--- src/rtl/player_pkg.sv ---
// rtl/player_pkg.sv - opcodes, direction codes, dodge-box geometry and position step helpers
package player_pkg;

  localparam int BOX_X0  = 220;
  localparam int BOX_Y0  = 240;
  localparam int BOX_X1  = 420;
  localparam int BOX_Y1  = 400;
  localparam int PSIZE   = 16;
  localparam int STEP    = 4;
  localparam int MAX_HP  = 100;
  localparam int IFRAMES = 60;

  localparam logic [9:0] X_MIN = 10'(BOX_X0);
  localparam logic [9:0] Y_MIN = 10'(BOX_Y0);
  localparam logic [9:0] X_MAX = 10'(BOX_X1 - PSIZE);
  localparam logic [9:0] Y_MAX = 10'(BOX_Y1 - PSIZE);
  localparam logic [9:0] CX    = 10'((BOX_X0 + BOX_X1 - PSIZE) / 2);
  localparam logic [9:0] CY    = 10'((BOX_Y0 + BOX_Y1 - PSIZE) / 2);

  localparam logic [3:0] OP_HPY = 4'b0001;
  localparam logic [3:0] OP_DPY = 4'b0010;
  localparam logic [3:0] OP_IDG = 4'b0011;
  localparam logic [3:0] OP_SDG = 4'b0100;
  localparam logic [3:0] OP_MOV = 4'b0101;
  localparam logic [3:0] OP_SHP = 4'b0110;

  localparam logic [1:0] DIR_UP    = 2'd0;
  localparam logic [1:0] DIR_LEFT  = 2'd1;
  localparam logic [1:0] DIR_DOWN  = 2'd2;
  localparam logic [1:0] DIR_RIGHT = 2'd3;

  typedef enum logic [1:0] {ST_IDLE, ST_EXEC, ST_MOVING} state_t;

  typedef struct packed {
    logic [9:0] x;
    logic [9:0] y;
  } pos_t;

  // True when one more pixel in dir keeps the sprite inside the box.
  function automatic logic can_step(pos_t p, logic [1:0] dir);
    case (dir)
      DIR_UP:   can_step = (p.y > Y_MIN);
      DIR_LEFT: can_step = (p.x > X_MIN);
      DIR_DOWN: can_step = (p.y < Y_MAX);
      default:  can_step = (p.x < X_MAX);
    endcase
  endfunction

  function automatic pos_t step_pos(pos_t p, logic [1:0] dir);
    step_pos = p;
    case (dir)
      DIR_UP:   step_pos.y = p.y - 10'd1;
      DIR_LEFT: step_pos.x = p.x - 10'd1;
      DIR_DOWN: step_pos.y = p.y + 10'd1;
      default:  step_pos.x = p.x + 10'd1;
    endcase
  endfunction

endpackage

--- src/rtl/iframe_timer.sv ---
// rtl/iframe_timer.sv - damage invulnerability frame counter
module iframe_timer
  import player_pkg::*;
(
  input  logic clk,
  input  logic reset,
  input  logic load,
  input  logic clear,
  input  logic frameTick,
  output logic invuln
);

  logic [6:0] cnt;

  // A load on the same cycle as a frame tick restarts the full window.
  always_ff @(posedge clk or posedge reset) begin
    if (reset)
      cnt <= '0;
    else if (load)
      cnt <= 7'(IFRAMES);
    else if (clear)
      cnt <= '0;
    else if (frameTick && cnt != '0)
      cnt <= cnt - 7'd1;
  end

  assign invuln = (cnt != '0);

endmodule

--- src/rtl/player_executor.sv ---
// rtl/player_executor.sv - player instruction decoder/executor: position, HP, death, visibility
module player_executor
  import player_pkg::*;
(
  input  logic        clk,
  input  logic        reset,
  input  logic [15:0] instruction,
  input  logic        instValid,
  output logic        instReady,
  input  logic        frameTick,
  output logic [9:0]  playerX,
  output logic [9:0]  playerY,
  output logic [7:0]  playerHP,
  output logic        isDeath,
  output logic        isMove,
  output logic        visible,
  output logic        invuln,
  output logic        illegalOp
);

  state_t     state, nxt_state;
  logic [3:0] op_q;
  logic [7:0] arg_q;
  pos_t       pos;
  logic [7:0] hp;
  logic       death, active, vis;
  logic [2:0] mv_cnt;
  logic [1:0] dir;
  logic       step_ok, step_more, dpy_take, sdg_exec, unused_rsvd;

  assign dir         = arg_q[1:0];
  assign step_ok     = can_step(pos, dir);
  assign step_more   = can_step(step_pos(pos, dir), dir);
  assign dpy_take    = (state == ST_EXEC) && (op_q == OP_DPY) && active && !invuln && !death;
  assign sdg_exec    = (state == ST_EXEC) && (op_q == OP_SDG);
  assign unused_rsvd = ^instruction[3:0];

  iframe_timer u_iframe (
    .clk       (clk),
    .reset     (reset),
    .load      (dpy_take),
    .clear     (sdg_exec),
    .frameTick (frameTick),
    .invuln    (invuln)
  );

  always_ff @(posedge clk or posedge reset) begin
    if (reset) state <= ST_IDLE;
    else       state <= nxt_state;
  end

  // A move ends when its budget is spent or the following pixel would leave the box.
  always_comb begin
    nxt_state = state;
    case (state)
      ST_IDLE:   if (instValid) nxt_state = ST_EXEC;
      ST_EXEC:   nxt_state = (op_q == OP_MOV && active && !death) ? ST_MOVING : ST_IDLE;
      ST_MOVING: if (!step_ok || !step_more || mv_cnt == 3'(STEP - 1)) nxt_state = ST_IDLE;
      default:   nxt_state = ST_IDLE;
    endcase
  end

  always_comb begin
    instReady = (state == ST_IDLE);
    isMove    = (state == ST_MOVING);
    illegalOp = (state == ST_EXEC) && (op_q == 4'd0 || op_q > OP_SHP);
  end

  always_ff @(posedge clk or posedge reset) begin
    if (reset) begin
      op_q   <= '0;
      arg_q  <= '0;
      pos    <= '{x: CX, y: CY};
      hp     <= 8'(MAX_HP);
      death  <= 1'b0;
      active <= 1'b0;
      vis    <= 1'b0;
      mv_cnt <= '0;
    end else begin
      if (state == ST_IDLE && instValid) begin
        op_q  <= instruction[15:12];
        arg_q <= instruction[11:4];
      end
      if (state == ST_EXEC) begin
        case (op_q)
          OP_HPY: begin
            hp    <= (arg_q > 8'(MAX_HP)) ? 8'(MAX_HP) : arg_q;
            death <= (arg_q == 8'd0);
          end
          OP_DPY: if (dpy_take) begin
            if (arg_q >= hp) begin
              hp    <= 8'd0;
              death <= 1'b1;
            end else begin
              hp <= hp - arg_q;
            end
          end
          OP_IDG: begin
            active <= 1'b1;
            vis    <= 1'b1;
            pos    <= '{x: CX, y: CY};
          end
          OP_SDG: begin
            active <= 1'b0;
            vis    <= 1'b0;
          end
          OP_MOV:  mv_cnt <= '0;
          OP_SHP:  vis    <= arg_q[0];
          default: ;
        endcase
      end
      if (state == ST_MOVING && step_ok) begin
        pos    <= step_pos(pos, dir);
        mv_cnt <= mv_cnt + 3'd1;
      end
    end
  end

  assign playerX  = pos.x;
  assign playerY  = pos.y;
  assign playerHP = hp;
  assign isDeath  = death;
  assign visible  = vis;

endmodule
--- config.mk ---
export PLATFORM = sky130hd
export DESIGN_NAME = player_executor
export DESIGN_NICKNAME = d
export VERILOG_FILES = /design/src/rtl/player_pkg.sv /design/src/rtl/iframe_timer.sv /design/src/rtl/player_executor.sv
export SDC_FILE = /design/constraint.sdc
export NUM_CORES = 1
export LEC_CHECK = 0
export ABC_AREA = 1
export CAP_MARGIN = 20
export CORE_ASPECT_RATIO = 0.7
export CORE_MARGIN = 2
export CORE_UTILIZATION = 45
export CTS_CLUSTER_DIAMETER = 200
export DETAILED_ROUTE_END_ITERATION = 16
export GPL_ROUTABILITY_DRIVEN = 0
export PLACE_DENSITY = 0.71
export RECOVER_POWER = 25
export SLEW_MARGIN = 30
export SYNTH_ARGS = -nofsm -noshare
export SYNTH_HDL_FRONTEND = slang
export SYNTH_SLANG_ARGS = --single-unit
--- constraint.sdc ---
create_clock -name clk -period 5.55 [get_ports clk]
set_input_delay 1.11 -clock clk [delete_from_list [all_inputs] [get_ports clk]]
set_output_delay 1.11 -clock clk [all_outputs]
set_load 0.02 [all_outputs]
; Yosys cells after proc, flatten, opt, wreduce, memory -nomap -nowiden
; Index checks and enable logic that the tools add are counted.
; Widths: inputs -> output; s select.
[word_totals]
regBits = 55
in_bits = 20
[op_classes]
add_sub_neg = 7
n_lt_le_gt_ge = 11
n_eq_ne = 15
muxes = 26
n_reduce_logical = 38
[op_table]
columns = op, count
row1 = $mux 20, 3
row2 = $gt 10x8->1 const B, 4
row3 = $lt 10x9->1 const B, 4
row4 = $pmux 10 s2, 2
row5 = $mux 8, 3
row6 = $mux 7, 3
row7 = $add 10x1->10 const B, 2
row8 = $sub 10x1->10 const B, 2
row9 = $pmux 8 s2, 1
row10 = $eq 4x3->1 const B, 3
row11 = $logic_and 1x1->1, 11
row12 = $reduce_and 2->1, 5
row13 = $reduce_bool 2->1, 5
row14 = $mux 3, 3
row15 = $pmux 1 s3, 3
row16 = $eq 4x2->1 const B, 2
row17 = $ge 8x8->1, 1
row18 = $gt 8x7->1 const B, 1
row19 = $logic_not 8->1, 1
row20 = $sub 8x8->8, 1
row21 = $reduce_bool 7->1, 1
row22 = $sub 7x1->7 const B, 1
row23 = $mux 2, 3
row24 = $pmux 2 s3, 1
row25 = 18 further kinds, 31

; Logic depth before layout (Yosys ltp)
[logic_depth]
depth_word = 10
depth_mapped = 22
ltp_nobuf = 22

; Modules after synthesis
; A second synthesis with hierarchy kept.
[hier_totals]
hier_cells = 629
hier_area_um2 = 4326.6
[by_module_without_submodules]
columns = mod, n_inst, cells_per_inst, area_per_inst_um2, seq_area_each_um2
row1 = player_executor, 1, 565, 3847.4, 1214.9
row2 = iframe_timer, 1, 64, 479.2, 175.2

; Worst setup path before layout
; OpenSTA, ideal clock, no wires.
[synth_path]
path_kind = reg2reg
from = reg arg_q[0]
to = reg state[1]
setup_time_ns = 0.117
t_arrival_ns = 2.447
setup_slack_ns = 2.986
path_stages_with_launch = 19
path_buffers = 1
cell_sequence = dfrtp_1 -> inv_2 -> buf_2 -> nand2_1 -> ha_1 -> a21oi_1 -> nor2_1 -> o21ai_0 -> nand3_1 -> nand2_1 -> nand2_1 -> nand2_1 -> nand2_1 -> nand3_1 -> nand2_1 -> a21oi_1 -> nand2_1 -> nand3_1 -> nand2_1
[synth_via]
elab_chain_cells = 10
word_cells_on_any_way = 18
cone_classes = order compare: 4 / eq/ne: 3 / mux: 4 / reduce/logical: 7
[synth_rtl]
columns = item, line
row1 = from (decl), player_executor.sv:23  ; logic [7:0] arg_q;
row2 = from (signal assigned), player_executor.sv:82  ; arg_q <= instruction[11:4];
row3 = $eq 2x2->1 / $logic_not 2->1 (equally long branches), "player_pkg.sv:41, player_pkg.sv:51"
row4 = $reduce_or 2->1 (no source line), n/a
row5 = $pmux 10 s2, player_pkg.sv:51  ; case (dir)
row6 = $lt 10x9->1 / $gt 10x8->1 (equally long branches), "player_pkg.sv:45, player_pkg.sv:43"
row7 = $pmux 1 s3, player_pkg.sv:41  ; case (dir)
row8 = $logic_not 1->1, player_executor.sv:58  ; ST_MOVING: if (!step_ok || !step_more || mv_cnt == 3'(STEP - 1)) nxt_state = ST_IDLE;
row9 = $logic_or 1x1->1 * (2 in series), player_executor.sv:58
row10 = $ne 2x1->1 (no source line) *, n/a
row11 = $reduce_and 2->1 (no source line) *, n/a
row12 = to (signal assigned), player_executor.sv:49  ; else state <= nxt_state;
row13 = to (decl), player_executor.sv:21  ; state_t state, nxt_state;
; Every way passes the cells marked *; elsewhere a longest branch is shown, timed or not.
; A chain may end at the register's enable or synchronous reset.

; Final worst setup path
[layout_path]
from = reg u_iframe.cnt[0]
to = out invuln
[layout_via]
elab_chain_cells = 1
[layout_rtl]
columns = item, line
row1 = from (decl), iframe_timer.sv:13  ; logic [6:0] cnt;
row2 = from (signal assigned), iframe_timer.sv:20  ; cnt <= 7'(IFRAMES);
row3 = from (signal assigned), iframe_timer.sv:24  ; cnt <= cnt - 7'd1;
row4 = $reduce_bool 7->1, iframe_timer.sv:27  ; assign invuln = (cnt != '0);
row5 = to (decl), player_executor.sv:17  ; output logic invuln,
; Every way passes these cells.

==> impl_results.md <==
* Initial antenna violation count at 0
* Result of the run: completed
* Latest clock arrival within the worst-skew pair at between 0.3 and 0.4 ns
* Highest cell delay on the worst timing path at 0.57 ns
* Number of maximum-capacitance constraint violations at 0
* Post-cts repair resize count at 0
* # setup viols final at 0
* Post-placement cell area at 4758 um^2
* Area of the die at 10020 um^2
* Pre-CTS setup slack at approximately 2.4 ns
* Worst path required time at 4.44 ns
* Cell with the most instances on the worst path: sky130_fd_sc_hd__nand2_1
* Setup Total Neg Slack at 0 ns
* Achievable clock frequency at 309.7 MHz
* Number of DRC markers in iteration 0 at between 200 and 300
* Fraction of layout cells with a size suffix above 1 at 6.222%
* Power density relative to cell area at 463.3 nW/um^2
* Tightest Pin Transition at 0.7487 ns
* Pins over their slew limit at 0
* Yosys synthesis warning count at 0
* Worst-path clk slew at 0.07 ns
* TritonCTS Buffers at 5
* Post-Syn Instances at 611
* Flop-to-flop setup slack at 2.36 ns
* Most frequent cells after synthesis: 175 x sky130_fd_sc_hd__nand2_1, 86 x sky130_fd_sc_hd__inv_1, 48 x sky130_fd_sc_hd__nand3_1, 48 x sky130_fd_sc_hd__nor2_1, 46 x sky130_fd_sc_hd__o21ai_0
* Total nets after synthesis at ~650
* Depth of the worst hold-timing path at 1
* Top post-synthesis cells by area: sky130_fd_sc_hd__dfrtp_1 27%, sky130_fd_sc_hd__nand2_1 16%, sky130_fd_sc_hd__inv_1 7.8%, sky130_fd_sc_hd__dfstp_2 7.0%, sky130_fd_sc_hd__ha_1 6.0%
* Number of optimization iterations in the first detailed-route pass at 6
* Total via count in the routed design at roughly 4200
* X dimension of the die at ~120 um
* CTS sink count at 55
* Worst reg2reg path depth at 17
* Critical setup path kind: register to primary output
* Library cell with the largest summed area after synthesis: sky130_fd_sc_hd__dfrtp_1
* Worst hold slack across all endpoints at 0.5016 ns
* Detailed-placement wirelength estimate at 8089 um
* Core region area at 8999 um^2
* Starting Density at between 40% and 50%
* Leakage power at 2.445 nW
* Sort of element at the start of the critical path: register
* Worst Path Arrival at 2.12 ns
* Post-synthesis instance area at approximately 4200 um^2
* Vias per cell at 5.391
* Count of different cell masters after synthesis at 40
* Post-route DRC violation count at 0
* Most numerous cell in the Yosys netlist: sky130_fd_sc_hd__nand2_1
* Buffers added on ports at 49
* Async S/R FF share, synth at 100.0%
* Final hold viol count at 0
* Wire length per cell at 13.95 um
* Endpoint of the most critical register-to-register path: state[1]
* Layout area overhead at 18.84%
* Depth of the CTS H-tree at 2
* Worst hold path startpoint: mv_cnt[0]
* Synth top area share at 26.53%
* CTS tree: built
* Headroom to the max-slew limit at 49.97%
* DRT Wirelength at 10920 um
* CTS max path bufs at 2
* Crit-path max FO at 3
* Post-DRT Antenna Nets at 0
* Global-route wire length before repair at 18440 um
* Minimum setup slack in the final design at 2.322 ns
* Slowest-stage cell, CP: sky130_fd_sc_hd__clkdlybuf4s50_1
* Overall routing resource usage at 22.50%
* Cell Chain, Critical Path: inv_1, ha_1, nand2_1, nor4_1, nand2_1, clkdlybuf4s50_1
* Count of buffers added by post-CTS timing repair for setup at 0
* Clk Tree Root Cell: sky130_fd_sc_hd__clkbuf_16
* Die Ht at 84.35 um
* Number of antenna cells inserted at 0
* Number of nets in the final layout at 700
* Top_reg_cell synth: sky130_fd_sc_hd__dfrtp_1
* Crit path capture type: primary output
* Sequential-to-total area share from yosys stat at between 30% and 40%
* Critical register-to-register path startpoint: arg_q[0]
* Quantity of hold-fixing buffers added after cts at 0
* Maximum number of pins on one net before global-route repair at 56
* Number of global-route vias before repair at 3861
* Ratio of final minimum period to clock period at 58.17%
* Setup repair after global routing missed its margin: false
* Worst min-delay path endpoint: mv_cnt[0]
* Average size of a mapped cell at 6.793 um^2
* Count of boundary I/O pins at 54
* Register bit total from synthesis at 55
* Peak supply drop at 0.2675 mV
* Remaining global-route overflow at 0
* Number of enable flip-flop cells after synthesis at 0
* Max Clock Skew at about 0.0090 ns
* Final instance area at 4932 um^2
* Tightest Hold Check Type: register to register
* Min cycle time layout at 3.228 ns
* Count of standard-cell rows at 29
[registers in the layout (all words and copies together), names as in the netlist]
signal        count
arg_q             8
mv_cnt            3
active            1
isDeath           1
playerY          10
op_q              4
state             2
visible           1
u_iframe.cnt      7
playerX          10
playerHP          8
[per-stage QoR]
step / power, W / instances / utilization [%]
2_1_floorplan: 0.001534 / 611 / -
3_3_place_gp: 0.001865 / 775 / 52.88
3_5_place_dp: 0.001897 / 775 / 52.88
4_1_cts: 0.002284 / 783 / 54.81
5_1_grt: 0.002484 / 783 / 54.81
6_report: 0.002285 / 783 / 54.81
[cell type report]
class | instances | area [um^2]
fill | 913 | 4066
multi-input combinational | 451 | 2351
sequential | 55 | 1390
timing repair buffer | 52 | 513.0
inverter | 93 | 349.1
tap | 124 | 155.1
clock buffer | 6 | 138.9
clock inverter | 2 | 35.03
[kinds of logic (layout without fill, tap and decap cells)]
logic type	Yosys count	after routing	share of synthesized area [%]
XOR/XNOR	14	14	2.955
AO/OA/AOI/OAI	110	110	15.53
adder cells (fa/ha/maj)	22	22	6.994
AND/OR/NAND/NOR	305	305	31.17
buffers and inverters	105	153	9.858
flip-flops	55	55	33.49
[report_power, final]
group	total [W]	internal [W]	switching, W
registers	0.000672	0.000544	0.000128
logic	0.00123	0.000491	0.000744
clock network	0.000379	0.000225	0.000154
total	0.00229	0.00126	0.00103
[worst max-delay path by stage]
stage | start | end | slack (ns) | depth (start not counted)
4_1_cts | u_iframe.cnt[0] | invuln | 2.27 | 6
5_1_grt | arg_q[0] | state[1] | 2.04 | 17
3_3_place_gp | arg_q[0] | state[1] | 2.50 | 17
2_1_floorplan | arg_q[0] | state[1] | 2.99 | 18
6_report | u_iframe.cnt[0] | invuln | 2.32 | 6
3_5_place_dp | arg_q[0] | state[1] | 2.42 | 17
[cells in the final DEF, fill, tap and decap left out, types with 3 or more instances in the layout]
cell type                         synthesis  routed
sky130_fd_sc_hd__a41oi_1                  4       4
sky130_fd_sc_hd__nand3_1                 48      48
sky130_fd_sc_hd__a31oi_1                  3       3
sky130_fd_sc_hd__nand2_2                  6       6
sky130_fd_sc_hd__o21ai_0                 46      46
sky130_fd_sc_hd__o22ai_1                 14      14
sky130_fd_sc_hd__inv_2                    6       6
sky130_fd_sc_hd__ha_1                    20      20
sky130_fd_sc_hd__nand4_1                  8       8
sky130_fd_sc_hd__nor2_1                  48      48
sky130_fd_sc_hd__inv_1                   86      85
sky130_fd_sc_hd__buf_4                    0       3
sky130_fd_sc_hd__a21oi_1                 22      22
sky130_fd_sc_hd__nor3_1                   8       8
sky130_fd_sc_hd__xnor2_1                  6       6
sky130_fd_sc_hd__clkbuf_16                0       5
sky130_fd_sc_hd__nand2_1                175     175
sky130_fd_sc_hd__o311ai_0                 3       3
sky130_fd_sc_hd__clkdlybuf4s50_1          0      48
sky130_fd_sc_hd__xor2_1                   8       8
sky130_fd_sc_hd__nand3b_1                 4       4
sky130_fd_sc_hd__dfstp_2                 11      11
sky130_fd_sc_hd__o31ai_1                  4       4
sky130_fd_sc_hd__dfrtp_1                 44      44
sky130_fd_sc_hd__o211ai_1                 4       4
[worst max-delay path: cells and delay by family, from the launching register on]
kind / cells / cell delay, ns
fa+ha+maj: 1 / 0.19
buf+inv: 2 / 0.66
flops: 1 / 0.38
simple gates: 3 / 0.59
[routing by layer]
metal | track usage (%) | wire [um] | vias to the layer above
met1 | 33.89 | 5487 | 1962
met4 | 5.628 | 125 | 0
met3 | 3.601 | 692 | 12
met2 | 33.65 | 4613 | 145
li1 | - | - | 2102
met5 | 0 | 0 | -
Power figures use the tool's default switching activity.
